File: config.mk
export PLATFORM = sky130hd
export DESIGN_NAME = reg_writeback_buffer
export DESIGN_NICKNAME = d
export VERILOG_FILES = /design/src/rtl/reg_writeback_buffer.sv
export SDC_FILE = /design/constraint.sdc
export NUM_CORES = 1
export LEC_CHECK = 0
export CORE_AREA = 2 2 157 159
export CTS_CLUSTER_SIZE = 8
export DETAILED_ROUTE_END_ITERATION = 8
export DIE_AREA = 0 0 159 161
export GPL_TIMING_DRIVEN = 1
export PLACE_DENSITY = 0.75
export SLEW_MARGIN = 10
export SYNTH_ARGS = -nofsm -noshare
export SYNTH_HDL_FRONTEND = slang
export SYNTH_SLANG_ARGS = --single-unit
File: constraint.sdc
create_clock -name clk -period 3.6 [get_ports clk]
set_input_delay 0.36 -clock clk [delete_from_list [all_inputs] [get_ports clk]]
set_output_delay 0.36 -clock clk [all_outputs]
set_load 0.01 [all_outputs]
File: src/rtl/reg_writeback_buffer.sv
// reg_writeback_buffer: in-order write-back queue feeding the register file write port,
// with youngest-first forwarding over pending and in-flight writes.
module reg_writeback_buffer #(
    parameter int DEPTH  = 4,
    parameter int ADDR_W = 5,
    parameter int DATA_W = 32
) (
    input  logic                         clk,
    input  logic                         rst_n,
    input  logic                         in_valid,
    output logic                         in_ready,
    input  logic [ADDR_W-1:0]            in_reg,
    input  logic [DATA_W-1:0]            in_data,
    input  logic                         rf_stall,
    output logic                         reg_write,
    output logic [ADDR_W-1:0]            write_reg,
    output logic [DATA_W-1:0]            write_data,
    input  logic [ADDR_W-1:0]            fwd_reg1,
    input  logic [ADDR_W-1:0]            fwd_reg2,
    output logic                         fwd_hit1,
    output logic                         fwd_hit2,
    output logic [DATA_W-1:0]            fwd_data1,
    output logic [DATA_W-1:0]            fwd_data2,
    output logic [$clog2(DEPTH):0]       count,
    output logic                         empty
);
    localparam int PW = $clog2(DEPTH);
    localparam int CW = PW + 1;

    logic [ADDR_W-1:0] q_reg  [DEPTH];
    logic [DATA_W-1:0] q_data [DEPTH];
    logic [PW-1:0]     head, tail;
    logic              push, pop;

    assign in_ready = count != CW'(DEPTH);
    assign empty    = count == '0;
    // Writes to r0 finish the handshake but are never queued.
    assign push     = in_valid && in_ready && in_reg != '0;
    assign pop      = !empty && !rf_stall;

    always_ff @(posedge clk) begin
        if (push) begin
            q_reg[tail]  <= in_reg;
            q_data[tail] <= in_data;
        end
    end

    always_ff @(posedge clk or negedge rst_n) begin
        if (!rst_n) begin
            head       <= '0;
            tail       <= '0;
            count      <= '0;
            reg_write  <= 1'b0;
            write_reg  <= '0;
            write_data <= '0;
        end else begin
            if (push) tail <= tail + PW'(1);
            if (pop) begin
                head       <= head + PW'(1);
                write_reg  <= q_reg[head];
                write_data <= q_data[head];
            end
            reg_write <= pop;
            count     <= count + CW'(push) - CW'(pop);
        end
    end

    // Scan oldest to youngest so the youngest match overwrites; output stage ranks lowest.
    function automatic logic [DATA_W:0] lookup(input logic [ADDR_W-1:0] r);
        logic [DATA_W:0] res;
        res = '0;
        if (reg_write && write_reg == r) res = {1'b1, write_data};
        for (int i = 0; i < DEPTH; i++)
            if (CW'(i) < count && q_reg[head + PW'(i)] == r) res = {1'b1, q_data[head + PW'(i)]};
        return (r == '0) ? '0 : res;
    endfunction

    assign {fwd_hit1, fwd_data1} = lookup(fwd_reg1);
    assign {fwd_hit2, fwd_data2} = lookup(fwd_reg2);
endmodule

==> results of run 1 <==
-- power by group --
part / internal [mW] / leakage (nW) / switching [mW]
Combinational: 4.77 / 4.06 / 4.64
Clock: 0.977 / 0.279 / 0.925
Sequential: 3.05 / 1.88 / 0.713
-- logic make-up (layout without fill, tap and decap cells) --
| family | after synthesis | after routing | share of synthesized area |
|---|---|---|---|
| buffers and inverters | 112 | 371 | 0.0448 |
| other | 0 | 1 | 0 |
| AND/OR/NAND/NOR | 145 | 145 | 0.0570 |
| adder cells (fa/ha/maj) | 9 | 9 | 0.00930 |
| multiplexers | 185 | 185 | 0.291 |
| flip-flops | 193 | 193 | 0.431 |
| XOR/XNOR | 54 | 54 | 0.0366 |
| AO/OA/AOI/OAI | 203 | 205 | 0.130 |
-- layer usage --
metal	up-vias	share of wire	track usage
li1	4344	-	-
met1	5510	0.33	0.391
met2	1052	0.48	0.517
met3	271	0.12	0.0639
met4	0	0.068	0.150
met5	-	0	0
-- critical path: cells and delay by family, from the launching register on --
| family | cells | cell delay, ns |
|---|---|---|
| AOI/OAI and AO/OA | 2 | 0.33 |
| xor gates and xnor gates | 1 | 0.14 |
| buffers and inverters | 7 | 0.94 |
| muxes | 1 | 0.54 |
| and+or+nand+nor | 2 | 0.56 |
| DFF | 1 | 0.48 |
-- through the flow --
step                 util  power, mW  instances  worst slack (ns)
floorplan               -       8.79        901             0.857
global placement    0.638       11.4       1361          -0.00361
detailed placement  0.638       11.6       1361           -0.0494
CTS                 0.688       13.9       1433            -0.130
global route        0.735       15.6       1487            -0.264
finish              0.735       15.1       1487            -0.201
-- synthesized netlist by cell type, types with 2 or more instances --
master,number,area share
a21oi_1,4,0.0016
a221oi_1,63,0.043
a31oi_1,2,0.00097
a32oi_1,64,0.043
and2_1,6,0.0029
buf_1,9,0.0026
buf_2,29,0.011
buf_4,13,0.0076
buf_6,3,0.0026
buf_8,3,0.0035
clkbuf_1,46,0.013
dfrtp_1,45,0.087
edfxtp_1,148,0.34
ha_1,8,0.0078
inv_1,8,0.0023
mux2_2,37,0.032
mux4_1,3,0.0061
mux4_2,145,0.25
nand2_1,8,0.0023
nand3_1,4,0.0016
nand4_1,4,0.0019
nor2_1,72,0.021
nor3_1,4,0.0016
nor3_2,3,0.0023
nor4_1,2,0.00097
nor4_2,3,0.0029
o21ai_1,2,0.00078
o22a_1,2,0.0014
o31ai_1,64,0.037
or2_1,2,0.00097
or2_2,32,0.016
or4_1,2,0.0012
xnor2_1,28,0.019
xor2_1,26,0.018
-- worst min path at each step --
stage | end | slack [ns] | cells after the start
detailed placement | write_data[27] | 0.40 | 1
CTS | count[2] | 0.47 | 2
global placement | write_data[27] | 0.40 | 1
global route | write_data[27] | 0.49 | 2
finish | write_data[27] | 0.46 | 2
floorplan | count[0] | 0.06 | 0
-- area by class of cell --
cell class	count	share of cell area
inverter	8	0.00170
clock inverter	15	0.00838
tap	324	0.0230
antenna	1	0.000142
clock buffer	17	0.0241
timing repair buffer	331	0.188
sequential	193	0.317
multi-input combinational	598	0.438
-- timing repair --
action / CTS / global route
hold buffers: 1 / 0
endpoints found under the hold margin: 21 / 0
setup buffers: 33 / 51
setup endpoints to repair: 66 / 66
pin swaps: 45 / 49
resized for setup: 320 / 143
cloned: 6 / 7
==> impl_metrics.tcl, run 1 <==
set metrics [dict create \
    hold_viol 0 \
    final-setup-viol-count 63 \
    grt_pass1_vias 10600 \
    end_kind "output port" \
    ys_seq_area_frac 0.431 \
    numCtsBuffers 17 \
    period_needed_ns 3.80 \
    clkTransAtPathRegs_ns 0.08 \
    avgViaCountPerCell 7.52 \
    grt_max_degree 130 \
    finalNetCount 1209 \
    syn_nets 961 \
    synth_warnings 0 \
    cp.arrival_ns 3.44 \
    async_flop_share 0.233 \
    antenna_left 0 \
    mostFrequentLayoutCells "edfxtp_1 (148), mux4_2 (147), buf_4 (103), clkdlybuf4s50_1 (92), nor2_1 (71)" \
    final_common_cell "edfxtp_1" \
    clk_latency_ns 0.45 \
    dr.pass1.iters 6 \
    fin_skew_ns 0.0171 \
    whs_ns 0.463 \
    path_max_fanout 6 \
    hpwl_um 24200 \
    wl_um 45100 \
    crit_required_ns 3.24 \
    r2r_setup_slack_ns 1.25 \
    cts-root-buf "clkbuf_16" \
    avgRoutedWirePerCell_um 30.3 \
    tns_ns -4.45 \
    crit_path_top_delay_cell "mux4_2" \
    crit_top_cell "buf_4" \
    rsz0062_at_grt "yes" \
    synth_edf_count 148 \
    htreeDepth 4 \
    r2r_end "write_data[31]" \
    r2r_start "head[0]" \
    multi_input_area_um2 7710 \
    finalMaxSlewViolations 0 \
    setup.worst_path.class "flop to output port" \
    worst-r2r-cell-count 4 \
    violations "negative setup slack" \
    syn_avg_cell_area_um2 14.3 \
    netlist_area_um2 12900 \
    ys.flop_type "edfxtp_1" \
    setup_ws_ns -0.201 \
    ios 160 \
    synth_cell_type_count 41 \
    final_area_um2 17600 \
    coreArea_um2 24000 \
    grt_usage 0.310 \
    start_util 0.539 \
    ir_worst_vdd_uv 581 \
    startpoint_type "flop" \
    p_per_area_nw_per_um2 855 \
    area_delta_synth_final_pct 36.4 \
    fillers 1428 \
    max_cap_viol_count 0 \
    finalCritPeriodShare 1.06 \
    antenna_found_initial 1 \
    place_congestion 0.879 \
    die_y_um 161 \
    crit_start "head[0]" \
    cts_tree "done" \
    cts.sinks 193 \
    slew_headroom 0.418 \
    die_w_um 159 \
    dieArea_um2 25600 \
    first_iter_violations 1681 \
    drive_above_1_share 0.528 \
    vias 11200 \
    worst-slew-pin-transition_ns 0.872 \
    largest_reg_flops 128 \
    path_cells "buf_6, mux4_2, buf_6, xor2_2, nor4_2, and2_4, buf_12, buf_16, buf_4, a221oi_1, o31ai_1, buf_4, buf_4" \
    grt_pass1_wl_um 60600 \
    layout.area.seq_um2 5580 \
    max_freq_mhz 263 \
    p_leak_nw 6.22 \
    numPortBuffers 159 \
    clock_path_buffers 2 \
    status "finished, violations left" \
    crit_path_end "fwd_data1[29]" \
    drc 0 \
    synthCells 901 \
    ys_ff_latch 193 \
    min_path_type "input port to async pin" \
    grt_overflow 0 \
    rows 57 \
    place_area_um2 15300 \
    max_stage_delay_ns 0.54 \
]
No activity file was read; power rests on OpenSTA's default activity.
==> run 2, diff against run 1 <==
- CORE_AREA: 2 2 157 159 -> 2 2 154 156
- DIE_AREA: 0 0 159 161 -> 0 0 156 158
- GPL_ROUTABILITY_DRIVEN: not set -> 0
- PLACE_DENSITY: 0.75 -> 0.78
- SKIP_CTS_REPAIR_TIMING: not set -> 1
==> impl_metrics.tcl, run 2 (synthesis gave the netlist of run 1 again) <==
set metrics [dict create \
    status "finished, violations left" \
    violations "negative hold slack, negative setup slack" \
    cts-root-buf "clkbuf_16" \
    final_common_cell "edfxtp_1" \
    grt_pass1_wl_um 57700 \
    dieArea_um2 24600 \
    avgViaCountPerCell 7.97 \
    ir_worst_vdd_uv 654 \
    crit_required_ns 3.24 \
    clock_path_buffers 2 \
    drc 0 \
    period_needed_ns 3.92 \
    clk_latency_ns 0.44 \
    hpwl_um 24700 \
    slew_headroom 0.430 \
    mostFrequentLayoutCells "edfxtp_1 (148), mux4_2 (146), buf_4 (94), clkdlybuf4s50_1 (92), nor2_1 (70)" \
    r2r_end "count[2]" \
    htreeDepth 4 \
    vias 11600 \
    min_path_type "input port to async pin" \
    cts.sinks 193 \
    max_freq_mhz 255 \
    hold_viol 25 \
    p_per_area_nw_per_um2 863 \
    clkTransAtPathRegs_ns 0.08 \
    first_iter_violations 1829 \
    dr.pass1.iters 8 \
    worst-slew-pin-transition_ns 0.855 \
    wl_um 48300 \
    area_delta_synth_final_pct 39.4 \
    r2r_setup_slack_ns 1.04 \
    r2r_start "count[1]" \
    fillers 1172 \
    cts_tree "done" \
    drive_above_1_share 0.536 \
    crit_path_top_delay_cell "mux4_2" \
    antenna_found_initial 2 \
    setup.worst_path.class "flop to output port" \
    setup_ws_ns -0.320 \
    grt_max_degree 130 \
    die_w_um 156 \
    cp.arrival_ns 3.56 \
    grt_pass1_vias 10400 \
    worst-r2r-cell-count 10 \
    whs_ns -0.0246 \
    end_kind "output port" \
    path_cells "buf_4, mux4_2, xor2_2, nor4_4, and2_4, buf_12, clkbuf_16, a221oi_1, o31ai_2, buf_2" \
    finalNetCount 1207 \
    grt_usage 0.313 \
    grt_overflow 0 \
    avgRoutedWirePerCell_um 33.2 \
    layout.area.seq_um2 5580 \
    p_leak_nw 6.39 \
    rsz0062_at_grt "yes" \
    ios 160 \
    final-setup-viol-count 64 \
    max_cap_viol_count 0 \
    finalMaxSlewViolations 0 \
    antenna_left 0 \
    multi_input_area_um2 8030 \
    path_max_fanout 7 \
    final_util 0.781 \
    finalCritPeriodShare 1.09 \
    fin_skew_ns 0.0146 \
    die_y_um 158 \
    largest_reg_flops 128 \
    dp_slack_ns -0.143 \
    numPortBuffers 159 \
    start_util 0.560 \
    rows 56 \
    coreArea_um2 23100 \
    max_stage_delay_ns 0.57 \
    startpoint_type "flop" \
    numCtsBuffers 17 \
]
==> run 2: changes by cell type in the layout (fill, tap and decap cells not counted), sizes merged, moves of 2 or more <==
cell and delta:
dlymetal6s2s +7, clkbuf +8, buf -9, inv -2, clkinv -2
==> run 2: layer usage <==
metal / wire length, µm / share of wire / up-vias / track usage
met5: 0 / 0 / - / 0
met4: 3830 / 0.079 / 0 / 0.177
met3: 6220 / 0.13 / 353 / 0.0690
met2: 22900 / 0.48 / 1187 / 0.515
met1: 15300 / 0.32 / 5692 / 0.388
li1: - / - / 4346 / -
==> run 2: worst max-delay path by stage <==
| stage | start | depth (start not counted) | endpoint |
|---|---|---|---|
| 2_1_floorplan | head[0] | 10 | fwd_data2[10] |
| 3_3_place_gp | head[0] | 10 | fwd_data2[6] |
| 3_5_place_dp | head[0] | 10 | fwd_data2[7] |
| 4_1_cts | head[0] | 10 | fwd_data2[7] |
| 5_1_grt | head[0] | 10 | fwd_data2[28] |
| 6_report | head[0] | 10 | fwd_data2[28] |
==> run 2: layout make-up <==
cell class                 instances  share of cell area
clock inverter                    11             0.00779
sequential                       193               0.310
multi-input combinational        597               0.447
inverter                           8             0.00167
antenna                            2            0.000278
clock buffer                      21              0.0261
timing repair buffer             330               0.187
tap                              290              0.0202
==> run 2: through the flow <==
stage               cells  power (mW)  setup TNS (ns)  cell area, µm²  hold WS [ns]
detailed placement   1339        11.7           -1.66           15300         0.459
global placement     1339        11.4          -0.572           15300         0.439
CTS                  1371        13.7          -29.84           16000      -0.00725
finish               1452        15.5           -8.51           18000       -0.0246
global route         1452        16.1          -13.77           18000        0.0166
floorplan             901        8.79               0           12900        0.0644
==> run 2: critical path: cells and delay by family, from the launching register on <==
kind                      cells  cell delay, ns
muxes                         1            0.57
xor gates and xnor gates      1            0.19
AOI/OAI and AO/OA             2            0.57
buffers and inverters         4            0.63
DFF                           1            0.50
and+or+nand+nor               2            0.65
==> run 2: power breakdown <==
group,total [mW],switching [mW],internal (mW)
sequential,3.82,0.771,3.05
clock,2.01,0.911,1.10
combinational,9.70,4.86,4.84
==> run 3, diff against run 2 <==
- CORE_AREA: 2 2 154 156 -> 2 2 164 166
- DIE_AREA: 0 0 156 158 -> 0 0 166 168
- PLACE_DENSITY: 0.78 -> 0.69
==> impl_metrics.tcl, run 3 (synthesis gave the netlist of run 1 again) <==
set metrics [dict create \
    end_kind "output port" \
    tns_ns -6.23 \
    violations "negative setup slack" \
    crit_required_ns 3.24 \
    cts-root-buf "clkbuf_16" \
    worst-slew-pin-transition_ns 0.877 \
    clock_path_buffers 2 \
    antenna_found_initial 2 \
    p_per_area_nw_per_um2 839 \
    start_util 0.490 \
    period_needed_ns 3.81 \
    final-setup-viol-count 64 \
    status "finished, violations left" \
    numCtsBuffers 17 \
    p_leak_nw 6.41 \
    worst-r2r-cell-count 11 \
    drive_above_1_share 0.541 \
    startpoint_type "flop" \
    die_y_um 168 \
    finalNonFillerCells 1534 \
    setup.worst_path.class "flop to output port" \
    hpwl_um 24800 \
    top_usage_layer "met2" \
    ios 160 \
    finalMaxSlewViolations 0 \
    dieArea_um2 27900 \
    path_max_fanout 7 \
    grtUsageMet2 0.448 \
    dpl.cell_count 1405 \
    fin_skew_ns 0.0159 \
    avgViaCountPerCell 7.23 \
    finalCritPeriodShare 1.06 \
    mostFrequentLayoutCells "edfxtp_1 (148), mux4_2 (146), buf_4 (116), clkdlybuf4s50_1 (92), nor2_1 (70)" \
    finalPower_mw 15.1 \
    area_delta_synth_final_pct 39.4 \
    numPortBuffers 159 \
    vias 11100 \
    setup_ws_ns -0.213 \
    final_common_cell "edfxtp_1" \
    largest_reg_flops 128 \
    finalNetCount 1238 \
    coreArea_um2 26400 \
    rows 60 \
    grt_pass1_vias 10100 \
    grt_pass1_wl_um 58700 \
    r2r_start "count[1]" \
    clk_latency_ns 0.45 \
    dr.pass1.iters 7 \
    hold_viol 0 \
    grt_usage 0.274 \
    slew_headroom 0.415 \
    ir_worst_vdd_uv 474 \
    grt_overflow 0 \
    gr-usage-met3 0.0515 \
    drc 0 \
    clkTransAtPathRegs_ns 0.08 \
    r2r_end "count[2]" \
    die_w_um 166 \
    first_iter_violations 2042 \
    avgRoutedWirePerCell_um 30.3 \
    cts_tree "done" \
    rsz0062_at_grt "yes" \
    cp.arrival_ns 3.45 \
    htreeDepth 4 \
    cts.sinks 193 \
    r2r_setup_slack_ns 1.02 \
    use_met1 0.368 \
    grt_max_degree 110 \
    antenna_left 0 \
    max_freq_mhz 262 \
    wl_um 46500 \
    final_util 0.683 \
    max_cap_viol_count 0 \
    min_path_type "input port to async pin" \
]
-- run 3: where the power goes --
part | switching (mW) | leakage (nW) | internal (mW)
Sequential | 0.688 | 1.88 | 3.05
Clock | 0.962 | 0.281 | 0.931
Combinational | 4.60 | 4.25 | 4.88
-- run 3: how the worst max path moves through the flow --
| stage | end | slack (ns) | depth (start not counted) | from |
|---|---|---|---|---|
| floorplan | fwd_data2[10] | 0.86 | 10 | head[0] |
| global placement | fwd_data1[31] | -0.21 | 10 | head[0] |
| detailed placement | fwd_data1[8] | -0.20 | 8 | head[0] |
| CTS | fwd_data1[8] | -0.67 | 8 | head[0] |
| global route | fwd_data1[20] | -0.31 | 12 | head[0] |
| finish | fwd_data2[1] | -0.21 | 11 | head[1] |
-- run 3: cell type report --
class	count	area [µm²]
tap	341	427
inverter	8	30.0
multi-input combinational	596	7710
sequential	193	5580
clock inverter	15	164
fill	1719	8350
timing repair buffer	362	3660
antenna	2	5.00
clock buffer	17	425
-- run 3: critical path, stage by stage (launching register included) --
cell and delay (ns):
dfrtp_4 0.54, buf_12 0.16, buf_6 0.11, mux4_2 0.46, buf_6 0.14, xnor2_2 0.13
nand4_1 0.26, or2_4 0.40, buf_12 0.18, a32oi_1 0.32, o31ai_1 0.14, buf_2 0.16
-- run 3: stage by stage --
| step | cell area [µm²] | hold slack [ns] | worst slack, ns |
|---|---|---|---|
| 2_1_floorplan | 12900 | 0.0644 | 0.857 |
| 3_3_place_gp | 15600 | 0.427 | -0.210 |
| 3_5_place_dp | 15600 | 0.428 | -0.199 |
| 4_1_cts | 16100 | -0.0438 | -0.674 |
| 5_1_grt | 18000 | 0.540 | -0.307 |
| 6_report | 18000 | 0.507 | -0.213 |
-- run 3: routing by layer --
metal	wire length [µm]	vias to the layer above
met5	0	-
met4	2220	0
met3	5410	186
met2	22100	861
met1	16800	5637
li1	-	4404
